### config.mk
export PLATFORM = sky130hd
export DESIGN_NAME = seven_segment_capture
export DESIGN_NICKNAME = d
export VERILOG_FILES = /design/src/rtl/seven_segment_capture.sv
export SDC_FILE = /design/constraint.sdc
export NUM_CORES = 1
export LEC_CHECK = 0
export ABC_CLOCK_PERIOD_IN_PS = 2230
export BUFFER_PORTS_ARGS = -buffer_cell sky130_fd_sc_hd__clkbuf_2
export CORE_UTILIZATION = 45
export DETAILED_ROUTE_END_ITERATION = 8
export PLACE_DENSITY = 0.74
export SYNTH_ARGS = -nofsm -noshare
export SYNTH_HDL_FRONTEND = slang
export SYNTH_SLANG_ARGS = --single-unit
### constraint.sdc
create_clock -name clk -period 2.23 [get_ports clk]
set_input_delay 0.223 -clock clk [delete_from_list [all_inputs] [get_ports clk]]
set_output_delay 0.223 -clock clk [all_outputs]
set_load 0.03 [all_outputs]
### src/rtl/seven_segment_capture.sv
// seven_segment_capture: watches a multiplexed seven-segment display bus
// (active-low anodes and cathodes) and rebuilds the 16-bit hex value,
// per-digit enable, decimal points and glyph errors being shown.
module seven_segment_capture #(
  parameter int unsigned SETTLE_CYCLES = 4
) (
  input  logic        clk,
  input  logic        reset,
  input  logic [3:0]  anode,
  input  logic [7:0]  segment,
  output logic [15:0] data_out,
  output logic [3:0]  digit_on,
  output logic [3:0]  dp_out,
  output logic [3:0]  digit_error,
  output logic        frame_valid,
  output logic        capture_valid
);

  localparam logic [7:0] SETTLE = 8'(SETTLE_CYCLES);

  logic [3:0]  prev_anode;
  logic [7:0]  dwell;
  logic [7:0]  dwell_nxt;
  logic        legal;
  logic        stable;
  logic        sample;
  logic [1:0]  idx;

  logic [6:0]  pat;
  logic [3:0]  s_nib;
  logic        s_on;
  logic        s_err;
  logic        s_dp;

  logic [3:0]  seen;
  logic [15:0] sh_nib;
  logic [3:0]  sh_on;
  logic [3:0]  sh_dp;
  logic [3:0]  sh_err;
  logic [15:0] seen_nib;

  // Anode legality and digit index: exactly one anode driven low.
  always_comb begin
    legal = 1'b0;
    idx   = 2'd0;
    unique case (anode)
      4'b1110: begin legal = 1'b1; idx = 2'd0; end
      4'b1101: begin legal = 1'b1; idx = 2'd1; end
      4'b1011: begin legal = 1'b1; idx = 2'd2; end
      4'b0111: begin legal = 1'b1; idx = 2'd3; end
      default: begin legal = 1'b0; idx = 2'd0; end
    endcase
  end

  // Dwell counter next state and the single sample point per dwell.
  // The saturation guard stops a held anode from resampling once the
  // counter pins at 255 (matters when SETTLE_CYCLES is 255).
  always_comb begin
    stable = legal && (anode == prev_anode);
    if (!legal)
      dwell_nxt = '0;
    else if (!stable)
      dwell_nxt = 8'd1;
    else if (dwell != 8'hFF)
      dwell_nxt = dwell + 8'd1;
    else
      dwell_nxt = dwell;
    sample = legal && (dwell_nxt == SETTLE) && !(stable && (dwell == 8'hFF));
  end

  // Glyph decode of the current cathode pattern.
  always_comb begin
    pat   = ~segment[6:0];
    s_dp  = ~segment[7];
    s_on  = 1'b1;
    s_err = 1'b0;
    s_nib = 4'h0;
    case (pat)
      7'h3F: s_nib = 4'h0;
      7'h06: s_nib = 4'h1;
      7'h5B: s_nib = 4'h2;
      7'h4F: s_nib = 4'h3;
      7'h66: s_nib = 4'h4;
      7'h6D: s_nib = 4'h5;
      7'h7D: s_nib = 4'h6;
      7'h07: s_nib = 4'h7;
      7'h7F: s_nib = 4'h8;
      7'h6F: s_nib = 4'h9;
      7'h77: s_nib = 4'hA;
      7'h7C: s_nib = 4'hB;
      7'h39: s_nib = 4'hC;
      7'h5E: s_nib = 4'hD;
      7'h79: s_nib = 4'hE;
      7'h71: s_nib = 4'hF;
      7'h00: s_on  = 1'b0;
      default: s_err = 1'b1;
    endcase
  end

  // Expand the seen mask to nibble width so unseen digits publish as zero.
  always_comb begin
    seen_nib = '0;
    for (int unsigned i = 0; i < 4; i++)
      seen_nib[i*4 +: 4] = {4{seen[i]}};
  end

  // Dwell tracking, shadow capture and frame publication.
  // A repeated digit index closes the frame: shadows are published and
  // the same sample seeds the next frame's shadow for that digit.
  always_ff @(posedge clk) begin
    if (reset) begin
      prev_anode    <= '1;
      dwell         <= '0;
      seen          <= '0;
      sh_nib        <= '0;
      sh_on         <= '0;
      sh_dp         <= '0;
      sh_err        <= '0;
      data_out      <= '0;
      digit_on      <= '0;
      dp_out        <= '0;
      digit_error   <= '0;
      frame_valid   <= 1'b0;
      capture_valid <= 1'b0;
    end else begin
      prev_anode  <= anode;
      dwell       <= dwell_nxt;
      frame_valid <= 1'b0;
      if (sample) begin
        sh_nib[idx*4 +: 4] <= s_nib;
        sh_on[idx]         <= s_on;
        sh_dp[idx]         <= s_dp;
        sh_err[idx]        <= s_err;
        if (!seen[idx]) begin
          seen[idx] <= 1'b1;
        end else begin
          data_out      <= sh_nib & seen_nib;
          digit_on      <= sh_on & seen;
          dp_out        <= sh_dp & seen;
          digit_error   <= sh_err & seen;
          frame_valid   <= 1'b1;
          capture_valid <= 1'b1;
          seen          <= 4'b0001 << idx;
        end
      end
    end
  end

endmodule

==> out/summary.txt <==
Setup slack, reg-to-reg: 0.07 ns
Critical Path AT: 2.40 ns
IO Pins: 44
Final ANT Viol Nets: 0
XOR/XNOR Fraction of Synth Area: 2.370%
Reg-to-reg critical path startpoint: dwell[1]$_SDFF_PP0_
Yosys warning count: 0
WS Path Type: reg2reg
Sw Ratio: 21.64%
Chip Width: 96.43 µm
Final setup vio count: 0
Adder-Cell Fraction of Synth Area: 2.495%
Critical-path top delay cell: or3_4
Placement Cell Area: 4374 µm²
Fmax: 462.2 MHz
Root Driver: clkbuf_8
Setup TNS Final: 0 ns
Psw: 0.0005999 W
CTS max path bufs: 2
WL final: 8.476 mm
First-pass GRT wire length: 13.95 mm
CP delay by family, top: simple AND/OR/NAND/NOR gates
Sequential share of power: 47.9%
Synth-to-Final Area Change: 16.06%
Die ar.: 9299 µm²
Tot GR Track Use: 19.30%
LEAKAGE: 1.775 nW
Hold Path Sink: sh_dp[1]$_SDFFE_PP0P_
Slew headroom: 63.53%
Number of buffers created by CTS: 9
Post-synth top area share: 36.92%
Hold Violations, Final: 0
Placer Congestion: 0.8704
Crit path max fanout: 4
Area leader, netlist: dfxtp_1
Reg2reg end: sh_nib[9]$_SDFFE_PP0P_
H-tree levels: 3
Nets@finish: 495
Mux cell area share after synthesis: 14.53%
Overflow after GRT: 0
Vias per cell: 5.520
Buf+Inv Stages, Crit Path: 1
Slew at the pin closest to its max-slew limit: 0.5414 ns
Starting Density: 46.24%
Clock Skews: 0.006928 ns
Vias in the first global route: 2,976
Main combinational cell family by area after synthesis: simple AND/OR/NAND/NOR gates
Layout cell share with drive strength beyond 1: 24.53%
FF-to-FF path depth: 7
Vias after detailed routing: 3,229
HPWL Detailed: 5.920 mm
Hold_buf cts: 0
Max rail drop VDD: 259.8 µV
Worst Hold Class: in2reg
Pin count of the biggest net entering global routing: 56
Worst Min Path Start: segment[7]
Final Cell Area: 4657 µm²
Crit path capture type: register
Syn Area/Cell: 9.441 µm²
Drt pass-1 iters: 4
CP cell instances: ha_2, nand3_2, or3_4, a221oi_4, buf_4, nand3_1, mux2_2
Most used DFF post-synth: dfxtp_1
DR DRC count: 0
Register bit total from synthesis: 74
Fill count: 798
Slowest stage delay, CP: 0.40 ns
Stages on worst setup path: 7
CP startpoint kind: register
Status: complete, no violations
Synth Area in Simple Gates: 27.53%
Logic pwr share: 6.9%
Int Pwr: 0.002172 W
Number of port buffers: 43
Slew Viols, Final: 0
Initial DRC count: 231
Initial antenna violation count: 0
Minimum clock period: 2.164 ns
Part of the cycle the worst path needs: 97.02%
Max-cap violations: 0
Worst-skew pair later-pin latency: 0.35 ns
Final cell count without fillers: 585
Clock power share: 45.2%
Overall power: 0.002772 W
TritonCTS clock tree: built
Final core utilization: 53.66%
Sequential share of the synthesized area: 36.92%
Post-synth cell types: 58
Placed Instances: 566
Wirelength per Cell: 14.49 µm
Complex-gate fraction of the synthesized area: 10.38%
Required @ worst endpoint: 2.47 ns
Core ar.: 8678 µm²
Row cnt: 34
Clk sink count: 74
N_diodes: 0
WHS Path Cells: 2
Post-synth EDFFs: 0
FFs w/ async S/R, synth: 0%
Synth top area cells: dfxtp_1, mux2i_1, nand2b_1
CTS clk-pin slew, worst paths: 0.07 ns
Cell count after synthesis: 425
Post-Syn Area: 4013 µm²
P per Cell Area: 595.1 nW/µm²
Die H: 96.43 µm
Net Count, Synth: 447
-- logic make-up after synthesis --
group,after synthesis
AO/OA/AOI/OAI,61
XOR/XNOR,10
adder cells (fa/ha/maj),8
buffers and inverters,43
flip-flops,74
multiplexers,54
AND/OR/NAND/NOR,175
-- worst max-delay path by stage --
stage | slack (ns) | startpoint | end
floorplan | 0.02 | dwell[0]$_SDFF_PP0_ | sh_nib[0]$_SDFFE_PP0P_
global placement | 0.13 | dwell[0]$_SDFF_PP0_ | data_out[12]$_SDFFE_PP0P_
detailed placement | 0.05 | dwell[0]$_SDFF_PP0_ | digit_on[0]$_SDFFE_PP0P_
CTS | 0.02 | dwell[0]$_SDFF_PP0_ | data_out[6]$_SDFFE_PP0P_
global route | -0.03 | dwell[1]$_SDFF_PP0_ | sh_nib[10]$_SDFFE_PP0P_
finish | 0.07 | dwell[1]$_SDFF_PP0_ | sh_nib[9]$_SDFFE_PP0P_
-- what timing repair did --
action / 4_1_cts / 5_1_grt
setup endpoints to repair: 0 / 53
hold endpoints to repair: 0 / 0
buffers inserted: 0 / 4
resized for setup: 0 / 5
-- synthesized netlist by cell type (2+ instances only) --
cell       n
a21oi_1   19
buf_2      6
and2_0     2
nand3_1   11
nand2b_1  48
and3_2     2
o211ai_1   2
mux2_4     2
xnor2_1    6
nand4_1    3
a21o_1     2
and3_1     3
mux2i_1   44
xor2_1     3
buf_1      4
mux2_2     6
a211oi_1   2
inv_1      8
buf_12     3
dfxtp_1   74
mux4_2     2
clkbuf_1  18
nor3_1    11
clkbuf_2   2
and2_1     3
a311oi_1   5
nand3_2    2
and4b_1    2
ha_1       8
a22o_1     2
nor4b_1    3
nand3b_1  30
or3_1      3
o21ai_0   10
and4_1     2
nand2_1   13
nor2_1    14
o31ai_1    6
a31oi_1    8
nor2b_1   10
or2_2      4
-- placed cells by master, fill, tap and decap left out, drive strengths merged, types with 2 or more instances in the layout --
cell / count
inv: 8
a22o: 2
a211oi: 2
nand2: 13
or3: 4
nor4b: 3
mux4: 2
nand2b: 48
buf: 29
clkbuf: 53
a21o: 2
a31oi: 8
a311oi: 6
o21ai: 10
and2: 5
nand3b: 30
ha: 8
xor2: 4
xnor2: 6
nor2b: 10
o31ai: 6
or2: 4
mux2i: 44
a21oi: 19
nand3: 14
mux2: 8
and4: 3
nor2: 14
and3: 6
nand4: 3
dfxtp: 74
o211ai: 2
and4b: 2
bufinv: 3
nor3: 11
-- through the flow --
step           hold slack [ns]  setup slack [ns]
6_report                0.1435           0.06640
3_5_place_dp            0.4642           0.05039
5_1_grt                 0.1357          -0.03086
3_3_place_gp            0.4584            0.1266
4_1_cts                 0.1337           0.02450
2_1_floorplan           0.3395           0.02048
-- metal layers --
layer | vias to the layer above | routed length, µm | track usage, %
li1 | 1603 | - | -
met1 | 1518 | 3878 | 25.52
met2 | 93 | 4007 | 30.56
met3 | 15 | 426 | 4.147
met4 | 0 | 163 | 7.843
met5 | - | 0 | 0
-- flip-flops by register name, indices dropped and copies added (netlist names) --
name / flops
seen: 4
sh_dp: 4
sh_err: 4
frame_valid: 1
dwell: 8
capture_valid: 1
digit_error: 4
sh_nib: 16
prev_anode: 4
digit_on: 4
data_out: 16
dp_out: 4
sh_on: 4
-- power groups by stage --
| stage | registers, W | logic [W] | clock network, W |
|---|---|---|---|
| after floorplan | 0.00136 | 0.000142 | 0 |
| after global placement | 0.00136 | 0.000183 | 0 |
| after detailed placement | 0.00136 | 0.000189 | 0 |
| after CTS | 0.00133 | 0.000189 | 0.00128 |
| after global routing | 0.00133 | 0.000209 | 0.00135 |
| final | 0.00133 | 0.000191 | 0.00125 |
-- final cells by class --
type	instances	area, µm²	area share, %
clock inverters	5	102.6	2.203
well taps	108	135.1	2.902
clock buffers	10	137.6	2.955
multi-input cells	308	2311	49.62
repair buffers	72	457.9	9.833
inverters	8	30.03	0.6448
flip-flops and latches	74	1483	31.84
No activity file was read; power rests on OpenSTA's default activity.
